==> src/rtl/register_pkg.sv <==
// Shared constants for the register block: default data width and reset value.
package register_pkg;

  // Data width used when the instantiating code does not override it.
  localparam int DEFAULT_WIDTH = 8;

  // Widest data word the register supports.
  localparam int MAX_WIDTH = 64;

  // Value both storage and output take while reset is held.
  localparam logic [MAX_WIDTH-1:0] RESET_VALUE = '0;

endpackage

==> src/rtl/register.sv <==
// Single-word storage register with a registered read port.
// A write captures data into the storage word.
// A read copies the storage word into the output register.
// When read and write happen on the same edge, the new write data goes
// straight to the output.
module register
  import register_pkg::*;
#(
  parameter int n = DEFAULT_WIDTH
) (
  input  logic         clk,
  input  logic         rst,
  input  logic         read,
  input  logic         write,
  input  logic [n-1:0] in,
  output logic [n-1:0] out
);

  logic [n-1:0] stored;

  // Storage and output flops share one process. Reset clears both at once
  // and wins over any capture. An unknown enable falls through to the hold
  // branch, so X on read or write never changes state.
  always_ff @(posedge clk or posedge rst) begin
    if (rst) begin
      stored <= RESET_VALUE[n-1:0];
      out    <= RESET_VALUE[n-1:0];
    end else if (read && write) begin
      stored <= in;
      out    <= in;
    end else if (write) begin
      stored <= in;
    end else if (read) begin
      out <= stored;
    end
  end

endmodule

==> config.mk <==
export PLATFORM = sky130hd
export DESIGN_NAME = register
export DESIGN_NICKNAME = d
export VERILOG_FILES = /design/src/rtl/register_pkg.sv /design/src/rtl/register.sv
export SDC_FILE = /design/constraint.sdc
export NUM_CORES = 1
export LEC_CHECK = 0
export ABC_AREA = 1
export BUFFER_PORTS_ARGS = -buffer_cell sky130_fd_sc_hd__buf_2
export CAP_MARGIN = 5
export CORE_ASPECT_RATIO = 0.8
export CORE_MARGIN = 4
export CORE_UTILIZATION = 35
export DETAILED_ROUTE_END_ITERATION = 12
export PLACE_DENSITY = 0.67
export REMOVE_ABC_BUFFERS = 1
export SLEW_MARGIN = 20
export SYNTH_ARGS = -nofsm -noshare
export SYNTH_HDL_FRONTEND = slang
export SYNTH_SLANG_ARGS = --single-unit
==> constraint.sdc <==
create_clock -name clk -period 0.8 [get_ports clk]
set_input_delay 0.04 -clock clk [delete_from_list [all_inputs] [get_ports clk]]
set_output_delay 0.04 -clock clk [all_outputs]
set_load 0.05 [all_outputs]
==> flow_metrics.tcl, run 1 <==
set metrics [dict create \
    root_buffer "clkbuf_4" \
    tightest_slew_ps 249 \
    violations "negative setup slack" \
    grt_pass1_vias 537 \
    initial_core_util_pct 37.3 \
    portBuffers 19 \
    fin_ws_ps -85.8 \
    grt_pass1_wl_um 2270 \
    r2r_slack_ps -30 \
    synth_area_leader_cell "dfrtp_1" \
    layout.nets 124 \
    crit_arrival_ps 850 \
    die_height_um 48.3 \
    r2r_start "out[3]" \
    netlist_instances 85 \
    wl_um 1330 \
    antenna_found_initial 0 \
    synth_cell_types 8 \
    status "finished with violations" \
    cts.path.max_buffers 2 \
    ys_seq_elements 16 \
    dieArea_mm2 0.00282 \
    hold_violations 0 \
    tns_ps -649 \
    required_ps 760 \
    ys_top_cells_by_count "nand2_1, inv_1, dfrtp_1, and2_1, nand3_1" \
    vias 557 \
    clk_pin_slew_worst_paths_ps 90 \
    yosysTopAreaCellShare_pct 56.2 \
    insertedDiodeCount 0 \
    worstReg2RegEnd "out[3]" \
    fin_crit_sh_pct 111 \
    cap_violations 0 \
    min_path_type "in -> reg" \
    htreeDepth 1 \
    fillers 192 \
    comb_power_share_pct 27.2 \
    clock-skew-final_ps 2.01 \
    wl_per_cell_um 9.93 \
    crit_buf_inv 1 \
    gr-total-overflow 0 \
    crit_path_end_kind "output port" \
    die_w_um 58.4 \
    min_to "stored[4]" \
    insertion_delay_ps 280 \
    rsz0062_at_grt "true" \
    first_pass_iters 4 \
    pre_cts_ws_ps 97.8 \
    final_cells 134 \
    synth-main-ff-cell "dfrtp_1" \
    num_rows 14 \
    finalCriticalPeriod_ps 886 \
    worstSetupStartpoint "out[5]" \
    areaGrowthSynthToFinish_pct 31.1 \
    synth-edff-count 0 \
    cellPowerDensity_mw_per_mm2 1980 \
    drv_slew 0 \
    hpwlAfterDp_um 919 \
    async_flop_share_pct 100 \
    pwr-share-clk_pct 22.4 \
    place_congestion 0.693 \
    ys_seq_area_share_pct 56.2 \
    cp_slowest_cell "dfrtp_1" \
    max-slew-margin-rel_pct 83.4 \
    drive_gt1_share_pct 26.4 \
    ant_nets 0 \
    start_kind "flop" \
    cts_tree "yes" \
    path_cells "buf_6" \
    synth_area_leaders "dfrtp_1, nand2_1, inv_1" \
    p_int_uw 1260 \
    clock-sinks 16 \
    drcViolationCount 0 \
    power.switching_uw 583 \
    dp.cells 127 \
    grtUsageTotal_pct 10.7 \
    setup_viol_count_final 9 \
    cts_buffers 3 \
    drtIter0Drc 7 \
    grt_max_degree 17 \
    seq_power_share_pct 50.4 \
    vias_per_cell 4.16 \
    leakage_uw 0.000540 \
    holdCritStartpoint "in[4]" \
    ir_worst_vdd_v 0.000972 \
    slowest_delay_ps 410 \
    crit_fanout 2 \
    coreArea_mm2 0.00191 \
    switching_share_pct 31.6 \
    synth.most_common_cell "nand2_1" \
    avgSynthCellArea_um2 8.38 \
    reg2reg_depth 4 \
    io_pins 20 \
    fmax_mhz 1130 \
    crit_family "flip-flops" \
    synth_warnings 0 \
    netlist_area_um2 712 \
    hold_depth 4 \
    crit_type "reg -> out" \
]
[flip-flops by register name, indices dropped and copies added (netlist names)]
signal	cells
stored	8
out	8
[worst max-delay path by stage]
stage	to	cells after the start	slack [ps]
2_1_floorplan	out[0]	2	-40
3_3_place_gp	stored[7]	3	120
3_5_place_dp	stored[3]	3	100
4_1_cts	out[5]	1	-100
5_1_grt	out[0]	1	-130
6_report	out[5]	1	-90
[routing by layer]
metal  routed length, µm  global-route usage (%)
met5                   0                       0
met4                  29                    6.95
met3                  67                    2.66
met2                 611                    15.8
met1                 622                    13.8
[power groups by stage]
stage	registers (µW)	logic (µW)	clock network, µW
after floorplan	1100	133	0
after global placement	933	411	0
after detailed placement	936	417	0
after CTS	931	494	436
after global routing	939	546	472
final	929	501	413
[cells in the final DEF (no fill, tap or decap)]
cell type,Yosys,layout
buf_2,0,11
inv_8,1,1
dfrtp_1,16,16
nand3_1,8,8
inv_2,1,1
clkbuf_4,0,3
dlygate4sd3_1,0,1
nand2_2,0,1
inv_1,17,17
buf_6,2,9
and2_1,8,8
nand2_1,32,31
buf_4,0,3
[area by class of cell]
class                      count  area (µm²)  share of cell area, %
tap                           24        30.0                   3.22
timing repair buffer          24         189                   20.2
multi-input combinational     48         213                   22.8
sequential                    16         400                   42.9
inverter                      19        78.8                   8.45
clock buffer                   3        22.5                   2.41
[cells by family after synthesis]
family	count (synthesis)	synth area share, %
buffers and inverters	21	14.2
DFF	16	56.2
and+or+nand+nor	48	29.5
[stage by stage]
| stage | hold slack [ps] | instance area (µm²) | utilization (%) | total power (µW) |
|---|---|---|---|---|
| 2_1_floorplan | -46.3 | 689 | - | 1230 |
| 3_3_place_gp | 51.1 | 822 | 43.1 | 1340 |
| 3_5_place_dp | 57.0 | 822 | 43.1 | 1350 |
| 4_1_cts | 45.1 | 920 | 48.2 | 1860 |
| 5_1_grt | 53.1 | 933 | 48.9 | 1960 |
| 6_report | 58.7 | 933 | 48.9 | 1840 |
[timing repair]
| action | CTS | global route |
|---|---|---|
| buffers inserted | 2 | 1 |
| pin swaps | 0 | 1 |
| cloned | 0 | 0 |
| endpoints found under the hold margin | 16 | 0 |
| resized for setup | 16 | 2 |
| hold buffers | 1 | 0 |
| setup endpoints to repair | 8 | 8 |
Note: power is estimated with default switching activity, not from simulation.
==> inputs of run 2 (changes only) <==
ABC_AREA = unset   (was 1)
PLACE_DENSITY = 0.68   (was 0.67)
==> run 2 against run 1 <==
Net effect:
- the run ends with negative hold slack, negative setup slack left
- global-route usage decreased by 0.87 points
- maximum frequency down 13%
- synthesized area down 7.2%
- combinational power increased by 38%
- cell area grew 0.54%
- die area shrank 6.1%
==> flow_metrics.tcl, run 2 <==
set metrics [dict create \
    status "finished with violations" \
    violations "negative hold slack, negative setup slack" \
    cellPowerDensity_mw_per_mm2 2320 \
    drtIter0Drc 0 \
    whs_ps -11.7 \
    ant_nets 0 \
    num_rows 13 \
    totalPowerFinal_uw 2180 \
    drive_gt1_share_pct 72.3 \
    first_pass_iters 1 \
    path_cells "mux2_4 -> mux2_4" \
    io_pins 20 \
    rsz0062_at_grt "true" \
    slowest_delay_ps 380 \
    crit_buf_inv 0 \
    crit_family "multiplexers" \
    reg_top3 "out x8, stored x8" \
    cts_buffers 3 \
    path_common_cell "mux2_4" \
    root_buffer "clkbuf_4" \
    pre_cts_ws_ps -211 \
    grt_max_degree 17 \
    min_path_type "in -> reg" \
    clock-skew-final_ps 7.77 \
    fin_ws_ps -213 \
    initial_core_util_pct 38.7 \
    synth_area_leaders "dfrtp_1, mux2_4, buf_6" \
    place_congestion 0.680 \
    start_kind "flop" \
    cts_tree "yes" \
    ys_top_cells_by_count "dfrtp_1, mux2_4, buf_6, clkbuf_2, inv_1" \
    leakage_uw 0.000484 \
    htreeDepth 1 \
    crit_path_end_kind "flop" \
    synth-main-ff-cell "dfrtp_1" \
    max-slew-margin-rel_pct 82.3 \
    cts.path.max_buffers 2 \
    fmax_mhz 987 \
    cp_slowest_cell "dfrtp_1" \
    synth_cell_types 5 \
    avgSynthCellArea_um2 18.9 \
    ir_worst_vdd_v 0.00189 \
    wl_per_cell_um 13.2 \
    synth-edff-count 0 \
    cts_hold_repair.buffers 1 \
    ys_seq_elements 16 \
    grt_pass1_wl_um 1850 \
    grtUsageTotal_pct 9.85 \
    antenna_found_initial 0 \
    clk_pin_slew_worst_paths_ps 90 \
    tightest_slew_ps 266 \
    async_flop_share_pct 100 \
    netlist_area_um2 661 \
    crit_arrival_ps 1200 \
    portBuffers 19 \
    gr-total-overflow 0 \
    drcViolationCount 0 \
    fin_crit_sh_pct 127 \
    coreArea_mm2 0.00171 \
    hold_violations 2 \
    wl_um 1150 \
    dieArea_mm2 0.00265 \
    finalCriticalPeriod_ps 1010 \
    synth_area_leader_cell "dfrtp_1" \
    insertedDiodeCount 0 \
    layout.nets 78 \
    vias_per_cell 4.30 \
    drv_slew 0 \
    ys_seq_area_share_pct 60.6 \
    clock-sinks 16 \
    cap_violations 0 \
    die_w_um 56.6 \
    yosysTopAreaCellShare_pct 60.6 \
    vias 374 \
    crit_fanout 2 \
    die_height_um 46.9 \
    insertion_delay_ps 290 \
    crit_type "reg -> reg" \
    required_ps 980 \
    setup_viol_count_final 20 \
    synth_warnings 0 \
    most-common-layout-cells "mux2_4, dfrtp_1, buf_6" \
    areaGrowthSynthToFinish_pct 42.0 \
    netlist_instances 35 \
    grt_pass1_vias 386 \
]
==> run 2: cell types whose count changed in the layout (fill, tap and decap cells not counted), sizes merged <==
cell | previous run | this run
nand2 | 32 | 0
inv | 19 | 1
mux2 | 0 | 16
and2 | 8 | 0
nand3 | 8 | 0
buf | 23 | 27
clkbuf | 3 | 4
==> run 2: worst paths after layout <==
kind	from	endpoint	slack (ps)	cells past startpoint
max in group asynchronous	rst	stored[5]	330	4
setup / recovery	stored[7]	out[7]	-210	2
hold reg to reg	stored[2]	stored[2]	500	1
hold / removal	in[4]	stored[4]	-10	2
setup reg to reg	stored[7]	out[7]	-210	2
min in group asynchronous	rst	out[7]	290	4
==> run 2: per-layer routing <==
layer / track usage [%] / wire (µm)
met5: 0 / 0
met3: 4.40 / 62
met1: 11.9 / 490
met2: 15.7 / 589
met4: 4.27 / 9
==> run 2: what timing repair did <==
action                                 CTS  global route
resized for setup                       18             2
setup endpoints to repair               16            18
endpoints found under the hold margin   22             4
pin swaps                                0             0
buffers inserted                         2             5
==> run 2: through the flow <==
step / instance area, µm² / utilization (%) / setup TNS (ps) / hold slack [ps] / cells
2_1_floorplan: 644 / - / -1550 / -46.3 / 33
3_5_place_dp: 774 / 45.3 / -1620 / 58.2 / 75
5_1_grt: 938 / 54.9 / -3240 / -29.9 / 87
6_report: 938 / 54.9 / -2540 / -11.7 / 87
4_1_cts: 893 / 52.3 / -2510 / -17.5 / 82
3_3_place_gp: 774 / 45.3 / -1550 / 48.2 / 75
==> run 2: where the power goes <==
part           internal [µW]  switching [µW]  leakage [µW]
sequential               909            57.1      0.000187
clock                    277             246     0.0000210
combinational            348             342      0.000276
==> run 2: cell type report <==
cell class                      count  area [µm²]
Fill cell                         142         769
Inverter                            1        3.75
Sequential cell                    16         400
Clock buffer                        4        36.3
Multi-Input combinational cell     16         240
Timing Repair Buffer               28         230
Tap cell                           22        27.5
==> run 2: logic make-up after synthesis <==
| kind of cell | Yosys count | share of synthesized area [%] |
|---|---|---|
| buffers and inverters | 3 | 3.03 |
| DFF | 16 | 60.6 |
| muxes | 16 | 36.4 |
==> run 2: worst register-to-register path: stages, from the launching register on <==
cell and delay [ps]:
dfrtp_1 380, mux2_4 280, mux2_4 250
